## config.mk

```make
export PLATFORM = sky130hd
export DESIGN_NAME = mt_axi_resp_latency_shim
export DESIGN_NICKNAME = d
export VERILOG_FILES = /design/src/rtl/mt_fake_axi_pkg.sv /design/src/rtl/mt_axi_resp_delay_fifo.sv /design/src/rtl/mt_axi_resp_latency_shim.sv
export SDC_FILE = /design/constraint.sdc
export NUM_CORES = 2
export LEC_CHECK = 0
export BUFFER_PORTS_ARGS = -buffer_cell sky130_fd_sc_hd__buf_2
export CORE_UTILIZATION = 45
export DETAILED_ROUTE_END_ITERATION = 10
export HOLD_SLACK_MARGIN = 0.1
export PLACE_DENSITY = 0.68
export SETUP_SLACK_MARGIN = 0.4
export SYNTH_ARGS = -nofsm -noshare
export SYNTH_HDL_FRONTEND = slang
export SYNTH_HIERARCHICAL = 1
export SYNTH_SLANG_ARGS = --single-unit
```

## constraint.sdc

```tcl
create_clock -name clk -period 7.7 [get_ports clk]
set_input_delay 1.54 -clock clk [delete_from_list [all_inputs] [get_ports clk]]
set_output_delay 1.54 -clock clk [all_outputs]
set_load 0.005 [all_outputs]
```

## src/rtl/mt_fake_axi_pkg.sv

```systemverilog
// Shared AXI response payload types and widths for the fake AXI4 memory path.
package mt_fake_axi_pkg;

  localparam int unsigned ID_W   = 4;
  localparam int unsigned DATA_W = 64;
  localparam int unsigned USER_W = 1;

  typedef struct packed {
    logic [ID_W-1:0]   id;
    logic [DATA_W-1:0] data;
    logic [1:0]        resp;
    logic              last;
    logic [USER_W-1:0] user;
  } r_beat_t;

  typedef struct packed {
    logic [ID_W-1:0]   id;
    logic [1:0]        resp;
    logic [USER_W-1:0] user;
  } b_beat_t;

  localparam int unsigned R_PAYLOAD_W = $bits(r_beat_t);
  localparam int unsigned B_PAYLOAD_W = $bits(b_beat_t);

  // Down-counter width able to hold lat; a zero latency still needs one bit.
  function automatic int unsigned cnt_width(input int unsigned lat);
    return (lat < 1) ? 1 : $clog2(lat + 1);
  endfunction

endpackage

```

## src/rtl/mt_axi_resp_delay_fifo.sv

```systemverilog
// One response channel: circular FIFO whose entries ripen after LAT cycles
// before being offered downstream in strict arrival order.
module mt_axi_resp_delay_fifo
  import mt_fake_axi_pkg::*;
#(
  parameter int unsigned W     = 8,
  parameter int unsigned LAT   = 20,
  parameter int unsigned DEPTH = 16
) (
  input  logic         clk,
  input  logic         rst,
  input  logic         s_valid,
  output logic         s_ready,
  input  logic [W-1:0] s_payload,
  output logic         m_valid,
  input  logic         m_ready,
  output logic [W-1:0] m_payload
);

  localparam int unsigned IDX_W = $clog2(DEPTH);
  localparam int unsigned PTR_W = IDX_W + 1;
  localparam int unsigned CNT_W = cnt_width(LAT);

  logic [W-1:0]     mem_q [DEPTH];
  logic [CNT_W-1:0] cnt_q [DEPTH];
  logic [PTR_W-1:0] wr_ptr_q, wr_ptr_d;
  logic [PTR_W-1:0] rd_ptr_q, rd_ptr_d;
  logic [IDX_W-1:0] wr_idx, rd_idx;
  logic             full, empty, push, pop;

  assign wr_idx = wr_ptr_q[IDX_W-1:0];
  assign rd_idx = rd_ptr_q[IDX_W-1:0];
  assign full   = (wr_ptr_q[IDX_W] != rd_ptr_q[IDX_W]) && (wr_idx == rd_idx);
  assign empty  = (wr_ptr_q == rd_ptr_q);

  // Everything downstream is a function of registered state only.
  assign s_ready   = !rst && !full;
  assign m_valid   = !rst && !empty && (cnt_q[rd_idx] == '0);
  assign m_payload = m_valid ? mem_q[rd_idx] : '0;

  assign push = s_valid && s_ready;
  assign pop  = m_valid && m_ready;

  always_comb begin
    wr_ptr_d = wr_ptr_q;
    rd_ptr_d = rd_ptr_q;
    if (push) wr_ptr_d = wr_ptr_q + PTR_W'(1);
    if (pop)  rd_ptr_d = rd_ptr_q + PTR_W'(1);
  end

  // Counters keep ticking during downstream stalls and saturate at zero.
  always_ff @(posedge clk) begin
    if (rst) begin
      wr_ptr_q <= '0;
      rd_ptr_q <= '0;
      for (int i = 0; i < int'(DEPTH); i++) cnt_q[i] <= '0;
    end else begin
      wr_ptr_q <= wr_ptr_d;
      rd_ptr_q <= rd_ptr_d;
      for (int i = 0; i < int'(DEPTH); i++) begin
        if (push && (wr_idx == IDX_W'(i))) cnt_q[i] <= CNT_W'(LAT);
        else if (cnt_q[i] != '0)           cnt_q[i] <= cnt_q[i] - CNT_W'(1);
      end
    end
  end

  always_ff @(posedge clk) begin
    if (push) mem_q[wr_idx] <= s_payload;
  end

endmodule

```

## src/rtl/mt_axi_resp_latency_shim.sv

```systemverilog
// Response-path latency injector: independent delay FIFOs for the R and B
// channels between the fake AXI RAM and the NoC bridge.
module mt_axi_resp_latency_shim
  import mt_fake_axi_pkg::*;
#(
  parameter int unsigned RD_LATENCY  = 20,
  parameter int unsigned WR_LATENCY  = 20,
  parameter int unsigned DEPTH       = 16,
  parameter int unsigned R_PAYLOAD_W = mt_fake_axi_pkg::R_PAYLOAD_W,
  parameter int unsigned B_PAYLOAD_W = mt_fake_axi_pkg::B_PAYLOAD_W
) (
  input  logic                   clk,
  input  logic                   rst,
  input  logic                   s_r_valid,
  output logic                   s_r_ready,
  input  logic [R_PAYLOAD_W-1:0] s_r_payload,
  output logic                   m_r_valid,
  input  logic                   m_r_ready,
  output logic [R_PAYLOAD_W-1:0] m_r_payload,
  input  logic                   s_b_valid,
  output logic                   s_b_ready,
  input  logic [B_PAYLOAD_W-1:0] s_b_payload,
  output logic                   m_b_valid,
  input  logic                   m_b_ready,
  output logic [B_PAYLOAD_W-1:0] m_b_payload
);

  mt_axi_resp_delay_fifo #(
    .W     (R_PAYLOAD_W),
    .LAT   (RD_LATENCY),
    .DEPTH (DEPTH)
  ) u_r_fifo (
    .clk       (clk),
    .rst       (rst),
    .s_valid   (s_r_valid),
    .s_ready   (s_r_ready),
    .s_payload (s_r_payload),
    .m_valid   (m_r_valid),
    .m_ready   (m_r_ready),
    .m_payload (m_r_payload)
  );

  mt_axi_resp_delay_fifo #(
    .W     (B_PAYLOAD_W),
    .LAT   (WR_LATENCY),
    .DEPTH (DEPTH)
  ) u_b_fifo (
    .clk       (clk),
    .rst       (rst),
    .s_valid   (s_b_valid),
    .s_ready   (s_b_ready),
    .s_payload (s_b_payload),
    .m_valid   (m_b_valid),
    .m_ready   (m_b_ready),
    .m_payload (m_b_payload)
  );

endmodule

```

==> impl_metrics.py <==
metrics = {
    "synth": {
        "syn_area_um2": 58900,
        "synthMuxAreaShare": 0.153,
        "synth_top_family_by_area": "multiplexers",
        "synthDistinctLibCells": 69,
        "ys_top_cells_by_area": "edfxtp_1, mux4_2, ha_1",
        "synth_compound_area_frac": 0.0170,
        "async_flop_share": 0,
        "synth_edf_count": 1424,
        "synthDominantCellAreaShare": 0.725,
        "ys.flop_type": "edfxtp_1",
        "yosysSeqAreaShare": 0.735,
        "synth_cells": 2942,
        "synth-seq-cells": 1452,
        "synth_nets": 3099,
        "synthSimpleGateAreaFrac": 0.0469,
        "avgSynthCellArea_um2": 20.0,
        "yosys.area.top_type": "edfxtp_1",
        "synthXorXnorAreaFrac": 0.0166,
        "synthAdderAreaFrac": 0.0153,
        "yosysWarnings": 6,
    },
    "worst_setup_path": {
        "crit_path_top_delay_cell": "dfxtp_4",
        "critPathBufInv": 3,
        "critPathTopFamily": "buffers and inverters",
        "path_max_fanout": 118,
        "reg2reg_to": "u_r_fifo/mem_q[5][62]$_DFFE_PP_",
        "r2r_cells": 7,
        "critPathMostFrequentCell": "mux4_2",
        "startpoint_type": "flop",
        "cp.required_ps": 6160,
        "reg2reg_from": "u_r_fifo/wr_ptr_q[3]$_SDFFE_PP0N_",
        "cp_cell_sequence": "buf_4 -> buf_12 -> mux4_2 -> mux4_2 -> nor2b_1 -> buf_2",
        "ff2ff_setup_slack_ps": 3690,
        "crit_arrival_ps": 4500,
        "cp-end-kind": "output port",
        "worstSetupEndpoint": "m_r_payload[22]",
        "crit_path_max_incr_delay_ps": 870,
        "critPathKind": "reg2out",
        "path_depth": 6,
    },
    "finish": {
        "layout_commonest_cell": "edfxtp_1",
        "instances_no_fill": 5045,
        "final_area_um2": 66900,
        "finalNetCount": 3330,
        "final_cell_mix": "edfxtp_1, mux4_2, buf_2",
        "drive_above_1_share": 0.264,
        "synthToLayoutAreaGrowth_pct": 13.5,
    },
    "timing": {
        "slew_headroom": 0.253,
        "max_freq_mhz": 166,
        "finClkSkew_ps": 46.5,
        "min_period_over_period": 0.784,
        "min_period_ps": 6040,
        "tightest_slew_ps": 1120,
        "finalSetupTns_ps": 0,
        "setup_violations": 0,
        "rsz0062_at_grt": "no",
        "hold_viol_final": 0,
        "slew_viol_final": 0,
    },
    "clock_network": {
        "cts_tree": "done",
        "htreeDepth": 4,
        "cts_resized": 0,
        "clockBufferDepth": 3,
        "path_clk_slew_ps": 60,
        "worstSkewPairLatency_ps": 780,
        "clkSinkCount": 1452,
        "holdBufCountCts": 0,
        "cts_buffers": 151,
        "postCtsSetupBuffers": 0,
        "root_buffer": "clkbuf_16",
    },
    "routing": {
        "wl_per_cell_um": 24.9,
        "drt_iter0_drc": 2664,
        "firstDrtPassIters": 5,
        "vias_per_cell": 5.71,
        "routed_wl_mm": 126,
        "ant_nets": 0,
        "drc": 0,
        "vias": 28800,
    },
    "global_route": {
        "grt_pass1_vias": 28900,
        "grt_usage": 0.192,
        "grt_pass1_wl_mm": 186,
        "antenna_found_initial": 36,
        "grt_max_degree": 119,
        "grt_remaining_overflow": 0,
    },
    "floorplanning": {
        "io_pins": 168,
        "die-area_um2": 132000,
        "start_util": 0.455,
        "coreArea_um2": 130000,
        "rows": 132,
        "fp.dieW_um": 364,
        "die_h_um": 364,
    },
    "run": {
        "maxCapViolCount": 0,
    },
    "power_and_ir_drop": {
        "internal_power_w": 0.0147,
        "p_sw_w": 0.00476,
        "power_density_nw_per_um2": 291,
        "p_clk_frac": 0.377,
        "combPwrFrac": 0.125,
        "swShare": 0.245,
        "seq_power_share": 0.498,
        "irDropWorstVdd_mv": 0.258,
        "p_leak_nw": 21.6,
    },
    "place": {
        "io_buffers": 167,
        "globalplace.congestion": 0.768,
        "dp_hpwl_mm": 67.3,
        "dpl-instance-area_um2": 61800,
        "placedCellCount": 4762,
    },
    "run_status": {
        "status": "completed",
    },
    "worst_hold_path": {
        "hp-class": "reg2reg",
    },
}
==> logic make-up after synthesis <==
| kind of cell | Yosys count |
|---|---|
| AOI/OAI and AO/OA | 150 |
| xor gates and xnor gates | 112 |
| adders and majority gates | 72 |
| buffers and inverters | 226 |
| DFF | 1452 |
| muxes | 407 |
| and+or+nand+nor | 523 |
==> metal layers <==
layer	wire length (um)	part of all wire	track usage	vias up
met5	226	0.0018	0	-
met1	52800	0.42	0.261	15200
met3	8620	0.069	0.0422	223
met4	2660	0.021	0.0523	36
li1	-	-	-	12400
met2	61400	0.49	0.312	949
==> worst min path at each step <==
| stage | startpoint | endpoint | slack, ps | cells after the start |
|---|---|---|---|---|
| global placement | u_b_fifo/rd_ptr_q[0]$_SDFFE_PP0N_ | u_b_fifo/rd_ptr_q[0]$_SDFFE_PP0N_ | 510 | 1 |
| floorplan | u_b_fifo/rd_ptr_q[0]$_SDFFE_PP0N_ | flop | 490 | 1 |
| CTS | u_b_fifo/rd_ptr_q[0]$_SDFFE_PP0N_ | u_b_fifo/rd_ptr_q[0]$_SDFFE_PP0N_ | 560 | 1 |
| finish | u_b_fifo/rd_ptr_q[0]$_SDFFE_PP0N_ | u_b_fifo/rd_ptr_q[0]$_SDFFE_PP0N_ | 550 | 1 |
| global route | u_b_fifo/rd_ptr_q[0]$_SDFFE_PP0N_ | u_b_fifo/rd_ptr_q[0]$_SDFFE_PP0N_ | 580 | 1 |
| detailed placement | u_b_fifo/rd_ptr_q[0]$_SDFFE_PP0N_ | flop | 550 | 1 |
==> synth_stat cells (28+ instances only) <==
cell / instances
dfxtp_1: 28
nor2b_1: 89
inv_1: 103
nor3_1: 90
o21ai_0: 39
mux4_2: 395
xor2_1: 41
buf_2: 43
nor2_1: 145
ha_1: 72
clkbuf_1: 66
xnor2_1: 71
edfxtp_1: 1424
a21oi_1: 30
nand2_1: 69
==> flip-flops by register name, indices dropped and copies added (netlist names), named ones only <==
register / flops
u_b_fifo/cnt_q: 80
u_b_fifo/mem_q: 112
u_b_fifo/rd_ptr_q: 5
u_b_fifo/wr_ptr_q: 5
u_r_fifo/cnt_q: 80
u_r_fifo/mem_q: 1152
u_r_fifo/rd_ptr_q: 5
u_r_fifo/wr_ptr_q: 5
==> area by class of cell <==
type | instances | area [um2]
inverters | 103 | 434
repair buffers | 201 | 1160
clock inverters | 92 | 1060
well taps | 1742 | 2180
diodes | 5 | 12.5
flip-flops and latches | 1452 | 43300
fillers | 10100 | 62800
multi-input cells | 1264 | 14700
clock buffers | 186 | 3990
==> power by group through the flow <==
stage               Sequential [W]  Clock [W]  Combinational [W]
floorplan                  0.00971          0            0.00190
global placement           0.00982          0            0.00237
detailed placement         0.00983          0            0.00243
CTS                        0.00967    0.00747            0.00245
global route               0.00973    0.00776            0.00273
finish                     0.00967    0.00732            0.00244
==> metrics by stage <==
stage          hold slack, ps   util  setup slack [ps]  power [W]
2_1_floorplan             486      -              1540     0.0116
3_3_place_gp              514  0.477              2430     0.0122
3_5_place_dp              551  0.477              2410     0.0123
4_1_cts                   556  0.516              1540     0.0196
5_1_grt                   580  0.516              1420     0.0202
6_report                  551  0.516              1660     0.0194
Power figures use the tool's default switching activity.
